==> src/rtl/sram_tile_sched_if.sv <==
// Tile push (host/DMA) and pop (systolic array) valid/ready channels.
// The master drives pushes and pop requests, and the slave is the scheduler.
interface sram_tile_sched_if #(
  parameter int TW = 128
);
  logic          in_valid;
  logic          in_ready;
  logic [TW-1:0] in_data;
  logic          out_valid;
  logic          out_ready;
  logic [TW-1:0] out_data;
  logic          out_last;

  modport master (
    output in_valid, in_data, out_ready,
    input  in_ready, out_valid, out_data, out_last
  );

  modport slave (
    input  in_valid, in_data, out_ready,
    output in_ready, out_valid, out_data, out_last
  );
endinterface

==> src/rtl/sram_tile_sched.sv <==
// Circular K-slot tile queue controller that sits in front of the tile SRAM register file.
// Optional feature: define TILE_REPLAY_EN to make each head tile pop REPLAY times before its slot is freed.
module sram_tile_sched #(
  parameter int N      = 4,
  parameter int K      = 8,
  parameter int REPLAY = 4
) (
  input  logic                   clk,
  input  logic                   rst,
  input  logic                   i_flush,
  sram_tile_sched_if.slave       bus,
  output logic [$clog2(K):0]     o_occupancy,
  output logic                   o_sram_we,
  output logic                   o_sram_reg_in,
  output logic [$clog2(K)-1:0]   o_sram_waddr,
  output logic [8*N*N-1:0]       o_sram_wdata,
  output logic [$clog2(K)-1:0]   o_sram_raddr,
  input  logic [8*N*N-1:0]       i_sram_rdata
);
  localparam int AW = $clog2(K);
  localparam int OW = AW + 1;

  if (K < 2 || (K & (K - 1)) != 0) begin : g_bad_k
    $error("sram_tile_sched: K must be a power of two >= 2");
  end
  if (REPLAY < 1) begin : g_bad_replay
    $error("sram_tile_sched: REPLAY must be >= 1");
  end

  typedef enum logic [1:0] {EMPTY, AVAIL, FULL} state_t;

  state_t          r_state;
  state_t          w_state_next;
  logic [AW-1:0]   r_wr_ptr;
  logic [AW-1:0]   r_rd_ptr;
  logic [OW-1:0]   r_occ;
  logic [OW-1:0]   w_occ_next;
  logic            w_in_ready;
  logic            w_out_valid;
  logic            w_push;
  logic            w_pop;
  logic            w_last;
  logic            w_free;

  assign w_push = bus.in_valid & w_in_ready;
  assign w_pop  = w_out_valid & bus.out_ready;
  assign w_free = w_pop & w_last;

`ifdef TILE_REPLAY_EN
  localparam int RW = $clog2(REPLAY + 1);
  logic [RW-1:0] r_replay_cnt;

  assign w_last = (r_replay_cnt == RW'(REPLAY - 1));

  always_ff @(posedge clk or posedge rst) begin
    if (rst) begin
      r_replay_cnt <= '0;
    end else if (i_flush) begin
      r_replay_cnt <= '0;
    end else if (w_pop) begin
      r_replay_cnt <= w_last ? '0 : r_replay_cnt + RW'(1);
    end
  end
`else
  assign w_last = 1'b1;
`endif

  // Occupancy moves only when exactly one of push/free happens.
  always_comb begin
    w_occ_next = r_occ;
    if (w_push && !w_free) begin
      w_occ_next = r_occ + OW'(1);
    end else if (!w_push && w_free) begin
      w_occ_next = r_occ - OW'(1);
    end
  end

  always_ff @(posedge clk or posedge rst) begin
    if (rst) begin
      r_wr_ptr <= '0;
      r_rd_ptr <= '0;
      r_occ    <= '0;
    end else if (i_flush) begin
      r_wr_ptr <= '0;
      r_rd_ptr <= '0;
      r_occ    <= '0;
    end else begin
      if (w_push) r_wr_ptr <= r_wr_ptr + AW'(1);
      if (w_free) r_rd_ptr <= r_rd_ptr + AW'(1);
      r_occ <= w_occ_next;
    end
  end

  always_ff @(posedge clk or posedge rst) begin
    if (rst) r_state <= EMPTY;
    else     r_state <= w_state_next;
  end

  always_comb begin
    w_state_next = r_state;
    if (i_flush || w_occ_next == '0) begin
      w_state_next = EMPTY;
    end else if (w_occ_next == OW'(K)) begin
      w_state_next = FULL;
    end else begin
      w_state_next = AVAIL;
    end
  end

  // A flush masks both handshakes, so nothing moves during that cycle.
  always_comb begin
    w_in_ready  = (r_state != FULL)  & ~i_flush;
    w_out_valid = (r_state != EMPTY) & ~i_flush;
  end

  assign bus.in_ready  = w_in_ready;
  assign bus.out_valid = w_out_valid;
  assign bus.out_data  = i_sram_rdata;
  assign bus.out_last  = w_last;

  assign o_occupancy   = r_occ;
  assign o_sram_we     = w_push;
  assign o_sram_reg_in = w_push;
  assign o_sram_waddr  = r_wr_ptr;
  assign o_sram_wdata  = bus.in_data;
  assign o_sram_raddr  = r_rd_ptr;
endmodule

==> src/flat_wrapper.sv <==
// flat-port wrapper written by rule: the top's interface ports become plain ports
module sram_tile_sched_flat 
#(
  parameter int N      = 4,
  parameter int K      = 8,
  parameter int REPLAY = 4
)
  (clk, rst, i_flush, o_occupancy, o_sram_we, o_sram_reg_in, o_sram_waddr, o_sram_wdata, o_sram_raddr, i_sram_rdata, bus_in_valid, bus_in_data, bus_out_ready, bus_in_ready, bus_out_valid, bus_out_data, bus_out_last);
  sram_tile_sched_if #(.TW((8 * N * N))) bus_i ();
  input  logic clk;
  input  logic rst;
  input  logic i_flush;
  output logic [$clog2(K):0] o_occupancy;
  output logic o_sram_we;
  output logic o_sram_reg_in;
  output logic [$clog2(K)-1:0] o_sram_waddr;
  output logic [8*N*N-1:0] o_sram_wdata;
  output logic [$clog2(K)-1:0] o_sram_raddr;
  input  logic [8*N*N-1:0] i_sram_rdata;
  input wire logic [$bits(bus_i.in_valid)-1:0] bus_in_valid;
  input wire logic [$bits(bus_i.in_data)-1:0] bus_in_data;
  input wire logic [$bits(bus_i.out_ready)-1:0] bus_out_ready;
  output wire logic [$bits(bus_i.in_ready)-1:0] bus_in_ready;
  output wire logic [$bits(bus_i.out_valid)-1:0] bus_out_valid;
  output wire logic [$bits(bus_i.out_data)-1:0] bus_out_data;
  output wire logic [$bits(bus_i.out_last)-1:0] bus_out_last;
  assign bus_i.in_valid = bus_in_valid;
  assign bus_i.in_data = bus_in_data;
  assign bus_i.out_ready = bus_out_ready;
  assign bus_in_ready = bus_i.in_ready;
  assign bus_out_valid = bus_i.out_valid;
  assign bus_out_data = bus_i.out_data;
  assign bus_out_last = bus_i.out_last;
  sram_tile_sched #(.N(N), .K(K), .REPLAY(REPLAY)) u_core (.clk(clk), .rst(rst), .i_flush(i_flush), .bus(bus_i), .o_occupancy(o_occupancy), .o_sram_we(o_sram_we), .o_sram_reg_in(o_sram_reg_in), .o_sram_waddr(o_sram_waddr), .o_sram_wdata(o_sram_wdata), .o_sram_raddr(o_sram_raddr), .i_sram_rdata(i_sram_rdata));
endmodule
==> config.mk <==
export PLATFORM = sky130hd
export DESIGN_NAME = sram_tile_sched_flat
export DESIGN_NICKNAME = d
export VERILOG_FILES = /design/src/rtl/sram_tile_sched_if.sv /design/src/rtl/sram_tile_sched.sv /design/src/flat_wrapper.sv
export SDC_FILE = /design/constraint.sdc
export NUM_CORES = 1
export LEC_CHECK = 0
export ABC_CLOCK_PERIOD_IN_PS = 2700
export CORE_AREA = 8 8 199 201
export CTS_CLUSTER_SIZE = 8
export DETAILED_ROUTE_END_ITERATION = 16
export DIE_AREA = 0 0 207 209
export SETUP_SLACK_MARGIN = 0.15
export SYNTH_ARGS = -nofsm -noshare
export SYNTH_HDL_FRONTEND = slang
export SYNTH_SLANG_ARGS = --single-unit
==> constraint.sdc <==
create_clock -name clk -period 2.7 [get_ports clk]
set_input_delay 0.81 -clock clk [delete_from_list [all_inputs] [get_ports clk]]
set_output_delay 0.81 -clock clk [all_outputs]
set_load 0.03 [all_outputs]
==> results of run 1 <==
-- sequential cells by signal (all words and copies together), names as in the netlist --
signal	count
u_core.o_occupancy	4
u_core.o_sram_raddr	3
u_core.o_sram_waddr	3
u_core.r_state	2
-- cells by family (layout without fill, tap and decap cells) --
family                     count (synthesis)  after routing  synth area share (%)
buffers and inverters                    264             33                  75.0
and+or+nand+nor                           24             24                  4.64
DFF                                       12             12                  11.5
AOI/OAI and AO/OA                         11             11                  4.12
xor gates and xnor gates                   5              5                  1.96
adders and majority gates                  4              4                  1.91
muxes                                      2              2                 0.766
other                                      1              1                 0.143
-- synth_stat cells (all sizes together) --
cell	number
buf	258
dfrtp	12
nor2	7
nand2	6
inv	5
ha	4
nand3b	3
o21ai	3
xor2	3
a21oi	2
a22oi	2
mux2i	2
nand3	2
nor2b	2
xnor2	2
a2111oi	1
and3	1
and4b	1
clkbuf	1
conb	1
nand2b	1
nor3	1
o21ba	1
o2bb2ai	1
o311a	1
-- area by class of cell --
| type | count | area share (%) |
|---|---|---|
| well taps | 468 | 37.2 |
| multi-input cells | 47 | 22.7 |
| repair buffers | 24 | 14.2 |
| inverters | 5 | 1.19 |
| flip-flops and latches | 12 | 19.1 |
| clock buffers | 4 | 5.64 |
-- routing by layer --
metal | track usage [%] | share of wire (%) | vias to the layer above
li1 | - | - | 273
met1 | 1.86 | 17 | 345
met2 | 5.64 | 43 | 264
met3 | 4.74 | 28 | 127
met4 | 4.88 | 12 | 0
met5 | 0 | 0 | -
-- what timing repair did --
item / in CTS / in global routing
endpoints found under the hold margin: 0 / 0
resized for setup: 1 / 0
setup endpoints to repair: 4 / 0
-- where the power goes --
part	switching (mW)	internal, mW	total [mW]
sequential	0.0180	0.195	0.213
clock	0.0782	0.224	0.302
combinational	0.0913	0.0703	0.162
total	0.188	0.489	0.676
-- worst max-delay path by stage --
stage / startpoint / end / slack (ns) / cells past startpoint
after floorplan: i_flush / o_sram_we / 0.16 / 4
after global placement: i_flush / u_core.r_state[1] / 0.0004 / 6
after detailed placement: i_flush / u_core.r_state[1] / -0.03 / 6
after CTS: bus_in_valid / o_sram_reg_in / 0.18 / 4
after global routing: bus_in_valid / o_sram_reg_in / 0.17 / 4
final: bus_in_valid / o_sram_reg_in / 0.20 / 4
-- metrics by stage --
step	cells	worst slack, ns	cell area (µm²)	TNS, ns
after CTS	560	0.184	1570	0
after floorplan	323	0.158	2620	0
after detailed placement	556	-0.0289	1490	-0.0289
after global placement	556	0.000351	1490	0
final	560	0.203	1570	0
after global routing	560	0.168	1570	0
==> reports/results.ini, run 1 <==
[status]
status=completed

[worst_setup_path]
start_kind=primary input
crit_chain=clkdlybuf4s50_1 -> nand2_1 -> inv_1 -> buf_4
r2r_start=u_core.r_state[0]
timing.rr.end=u_core.r_state[1]
critPathMaxFanout=3
cp_top_family=buffers and inverters
cp.buffers_inverters=3
worst_setup_path_end_kind=primary output
worstPathArrival_ns=1.69
critical_path_class=in2out
reg2reg_slack_ns=0.95
critPathRequiredTime_ns=1.89
crit_slowest_cell=clkdlybuf4s50_1
cpPeakStageDelay_ns=0.51
reg2reg_depth=5

[sta]
layout_min_cycle_time_ns=2.50
tightestPinTransition_ns=0.553
skew_ns=0.00138
hold_violations=0
slew_headroom_pct=63.0
hold_ws_ns=0.534
max_freq_mhz=400
rsz0062_at_grt=no
slew_violations=0
post-route-period-util_pct=92.5
finalSetupViolCount=0

[floorplanning]
coreArea_mm2=0.0363
num_rows=70
die_y_um=209
die_area_mm2=0.0433
initial_utilization_pct=7.21
ios=532
die_w_um=207

[clocking]
tritoncts=yes
cts_root_buf=clkbuf_16
clk_latency_ns=0.24
numCtsBuffers=3
path_clk_slew_ns=0.04
postCtsHoldBufs=0
htreeDepth=1
cts_setup_buffers=0
clk_path_buf_depth=2
clock-sinks=12

[drt]
drt_iter0_drc=60
firstDrtPassIters=4
wl_um=9120
postRouteAntennaNets=0
vias_per_cell=1.80
wl_per_cell_um=16.3
num_vias=1009
drc=0

[placement]
dp_hpwl_um=7980
portBuffers=18
place.gp.congestion=0.613

[yosys]
yosysTopAreaCell=buf_4
yosysTopAreaCellShare_pct=74.1
synth.distinct_cells=27
syn_area_mm2=0.00261
post_synth.cell_area_avg_um2=8.09
synth_warnings=0
syn-instance-count=323
yosysSeqAreaShare_pct=11.5
postSynthNetCount=588
synthTopCellsByArea=buf_4 (74%), dfrtp_1 (11%), ha_1 (1.9%), a2111oi_4 (1.1%), nor2_1 (1.0%)
ys_seq_elements=12

[grt]
antenna_found_initial=0
grt_pass1_vias=1187
grt_max_degree=13
grt_first_pass_wirelength_um=11200
grt_usage_pct=3.85
overflow=0

[worst_hold_path]
min_path_cells=1
hold_path.startpoint=u_core.o_sram_waddr[0]
hold_class=reg2reg
min_to=u_core.o_sram_waddr[0]

[layout]
antenna_cells=0
fin_nets=358
fillers=4327
syn_to_final_growth_pct=-39.8
regArea_um2=300
drive_gt1_share_pct=21.7
multiInputGateArea_um2=357
layout_common_cells=clkdlybuf4s50_1 (12), dfrtp_1 (12), buf_4 (10)
final_util_pct=4.34

[power_and_ir_drop]
power.total_mw=0.676
p_leak_nw=0.483
vdd_drop_max_mv=0.154
p_per_area_mw_per_mm2=429

[job]
drv_cap=0

Note: power is estimated with default switching activity, not from simulation.
==> run 2, diff against run 1 <==
--- a/config.mk
+++ b/config.mk
@@ -5,12 +5,14 @@
 export SDC_FILE = /design/constraint.sdc
 export NUM_CORES = 1
 export LEC_CHECK = 0
+export ABC_AREA = 1
 export ABC_CLOCK_PERIOD_IN_PS = 2700
 export CORE_AREA = 8 8 199 201
 export CTS_CLUSTER_SIZE = 8
 export DETAILED_ROUTE_END_ITERATION = 16
 export DIE_AREA = 0 0 207 209
 export SETUP_SLACK_MARGIN = 0.15
+export SLEW_MARGIN = 15
 export SYNTH_ARGS = -nofsm -noshare
 export SYNTH_HDL_FRONTEND = slang
 export SYNTH_SLANG_ARGS = --single-unit
==> reports/results.ini, run 2 <==
[status]
status=completed  ; unchanged

[power_and_ir_drop]
p_per_area_mw_per_mm2=483  ; was 429 mW/mm²
vdd_drop_max_mv=0.158  ; was 0.154 mV
p_leak_nw=0.579  ; was 0.483 nW

[sta]
rsz0062_at_grt=no  ; unchanged
slew_violations=0  ; unchanged
skew_ns=0.000889  ; was 0.00138 ns
slew_headroom_pct=65.3  ; was 63.0%
tightestPinTransition_ns=0.518  ; was 0.553 ns
post-route-period-util_pct=90.6  ; was 92.5%
finalSetupViolCount=0  ; unchanged
layout_min_cycle_time_ns=2.45  ; was 2.50 ns
setup_ws_ns=0.255  ; was 0.203 ns
max_freq_mhz=409  ; was 400 MHz
hold_violations=0  ; unchanged
setup_tns_ns=0  ; unchanged

[yosys]
synth.distinct_cells=24  ; was 27
synth.most_common_cell=buf_4  ; unchanged
synth_warnings=0  ; unchanged
async_reset_ff_share_pct=100  ; unchanged
ys_seq_elements=12  ; unchanged
synthFlopType=dfrtp_1  ; unchanged
yosysTopAreaCellShare_pct=71.0  ; was 74.1%
post_synth.cell_area_avg_um2=7.80  ; was 8.09 µm²
syn-instance-count=350  ; was 323
synth-edff-count=0  ; unchanged
yosysSeqAreaShare_pct=11.0  ; was 11.5%
postSynthNetCount=615  ; was 588
synthTopCellsByArea=buf_4 (71%), dfrtp_1 (11%), nand2_1 (2.1%), inv_1 (1.9%), ha_1 (1.8%)  ; was buf_4 (74%), dfrtp_1 (11%), ha_1 (1.9%), a2111oi_4 (1.1%), nor2_1 (1.0%)
syn_area_mm2=0.00273  ; was 0.00261 mm²
yosys-top-cells-count=buf_4 (258), nand2_1 (15), inv_1 (14)  ; was buf_4 (258), dfrtp_1 (12), nor2_1 (7)
yosysTopAreaCell=buf_4  ; unchanged

[clocking]
tritoncts=yes  ; unchanged
cts_root_buf=clkbuf_16  ; unchanged
clk_latency_ns=0.24  ; about the same
clk_path_buf_depth=2  ; unchanged
clock-sinks=12  ; unchanged
path_clk_slew_ns=0.04  ; about the same
htreeDepth=1  ; unchanged
numCtsBuffers=3  ; unchanged
cts.repair.resized=3  ; was 1
cts_setup_buffers=0  ; unchanged
postCtsHoldBufs=0  ; unchanged

[worst_setup_path]
critPathRequiredTime_ns=1.89  ; about the same
worst_setup_path_end_kind=primary output  ; unchanged
start_kind=primary input  ; unchanged
cpPeakStageDelay_ns=0.26  ; was 0.51 ns
path_depth=6  ; was 4
reg2reg_depth=9  ; was 5
critPathMaxFanout=3  ; unchanged
crit_slowest_cell=dlygate4sd2_1  ; was clkdlybuf4s50_1
cp_top_family=buffers and inverters  ; unchanged
critical_path_class=in2out  ; unchanged
worstPathArrival_ns=1.64  ; was 1.69 ns
cp.buffers_inverters=4  ; was 3
crit_chain=dlygate4sd2_1 -> buf_12 -> inv_6 -> nand2_4 -> nor2_8 -> buf_6  ; was clkdlybuf4s50_1 -> nand2_1 -> inv_1 -> buf_4

[drt]
drt_iter0_drc=73  ; was 60
wl_per_cell_um=16.4  ; was 16.3 µm
vias_per_cell=1.88  ; was 1.80
drc=0  ; unchanged
num_vias=1104  ; was 1,009
postRouteAntennaNets=0  ; unchanged
wl_um=9590  ; was 9120 µm
firstDrtPassIters=4  ; unchanged

[placement]
portBuffers=18  ; unchanged
place_ws_ns=0.0280  ; was -0.0289 ns
place.gp.congestion=0.609  ; was 0.613
dp_hpwl_um=8220  ; was 7980 µm

[worst_hold_path]
hold_class=reg2reg  ; unchanged
min_path_cells=1  ; unchanged

[floorplanning]
die_y_um=209  ; unchanged
initial_utilization_pct=7.53  ; was 7.21%
ios=532  ; unchanged
num_rows=70  ; unchanged
die_w_um=207  ; unchanged
coreArea_mm2=0.0363  ; unchanged
die_area_mm2=0.0433  ; unchanged

[job]
drv_cap=0  ; unchanged

[layout]
largest_reg_flops=4  ; unchanged
antenna_cells=0  ; unchanged
drive_gt1_share_pct=25.4  ; was 21.7%
final_common_cell=nand2_1
syn_to_final_growth_pct=-37.6  ; was -39.8%
layout_common_cells=nand2_1 (15), inv_1 (14), dfrtp_1 (12)  ; was clkdlybuf4s50_1 (12), dfrtp_1 (12), buf_4 (10)
fin_nets=385  ; was 358

[grt]
met2_usage_pct=5.86  ; was 5.64%
grt_first_pass_wirelength_um=11700  ; was 11,200 µm
grt_pass1_vias=1234  ; was 1,187
antenna_found_initial=0  ; unchanged
busiest_layer=met2  ; unchanged
met3_usage_pct=3.71  ; was 4.74%
grt_max_degree=13  ; unchanged
overflow=0  ; unchanged
grt_usage_pct=4.11  ; was 3.85%
grt_use_met1_pct=2.87  ; was 1.86%

## run 2: final timing paths
check                                             from                      to  slack, ns
min in group asynchronous                          rst   u_core.o_occupancy[0]       0.90
worst max register to register       u_core.r_state[1]       u_core.r_state[1]       1.17
worst min-delay path            u_core.o_sram_raddr[2]  u_core.o_sram_raddr[2]       0.46
worst min register to register  u_core.o_sram_raddr[2]  u_core.o_sram_raddr[2]       0.46
worst max-delay path                           i_flush           o_sram_reg_in       0.25
max in group asynchronous                          rst  u_core.o_sram_waddr[2]       1.48
## run 2: final cells by class
cell class	instances	area [µm²]
clock buffers	3	75.1
fillers	4328	34600
inverters	16	65.1
multi-input cells	63	415
flip-flops and latches	12	300
well taps	468	586
repair buffers	24	262
## run 2: report_power, final
group	internal [mW]	switching, mW
registers	0.204	0.0299
clock network	0.193	0.0769
logic	0.122	0.197
## run 2: per-stage QoR
stage               power, mW  hold slack, ns  utilization (%)  std cells  cell area (µm²)
floorplan                1.13           0.640                -        350             2730
global placement        0.557           0.453             4.49        583             1630
detailed placement      0.564           0.466             4.49        583             1630
CTS                     0.837           0.470             4.70        586             1700
global route            0.872           0.502             4.70        586             1700
finish                  0.823           0.465             4.70        586             1700
## run 2: kinds of logic after synthesis
family	Yosys count	share of synthesized area, %
buffers and inverters	275	73.8
AND/OR/NAND/NOR	47	10.9
flip-flops	12	11.0
AO/OA/AOI/OAI	11	2.34
adder cells (fa/ha/maj)	4	1.83
other	1	0.137
## run 2: per-layer routing
metal	part of all wire (%)	up-vias
met5	0	-
met4	12	0
met3	22	120
met2	41	251
met1	25	383
li1	-	350
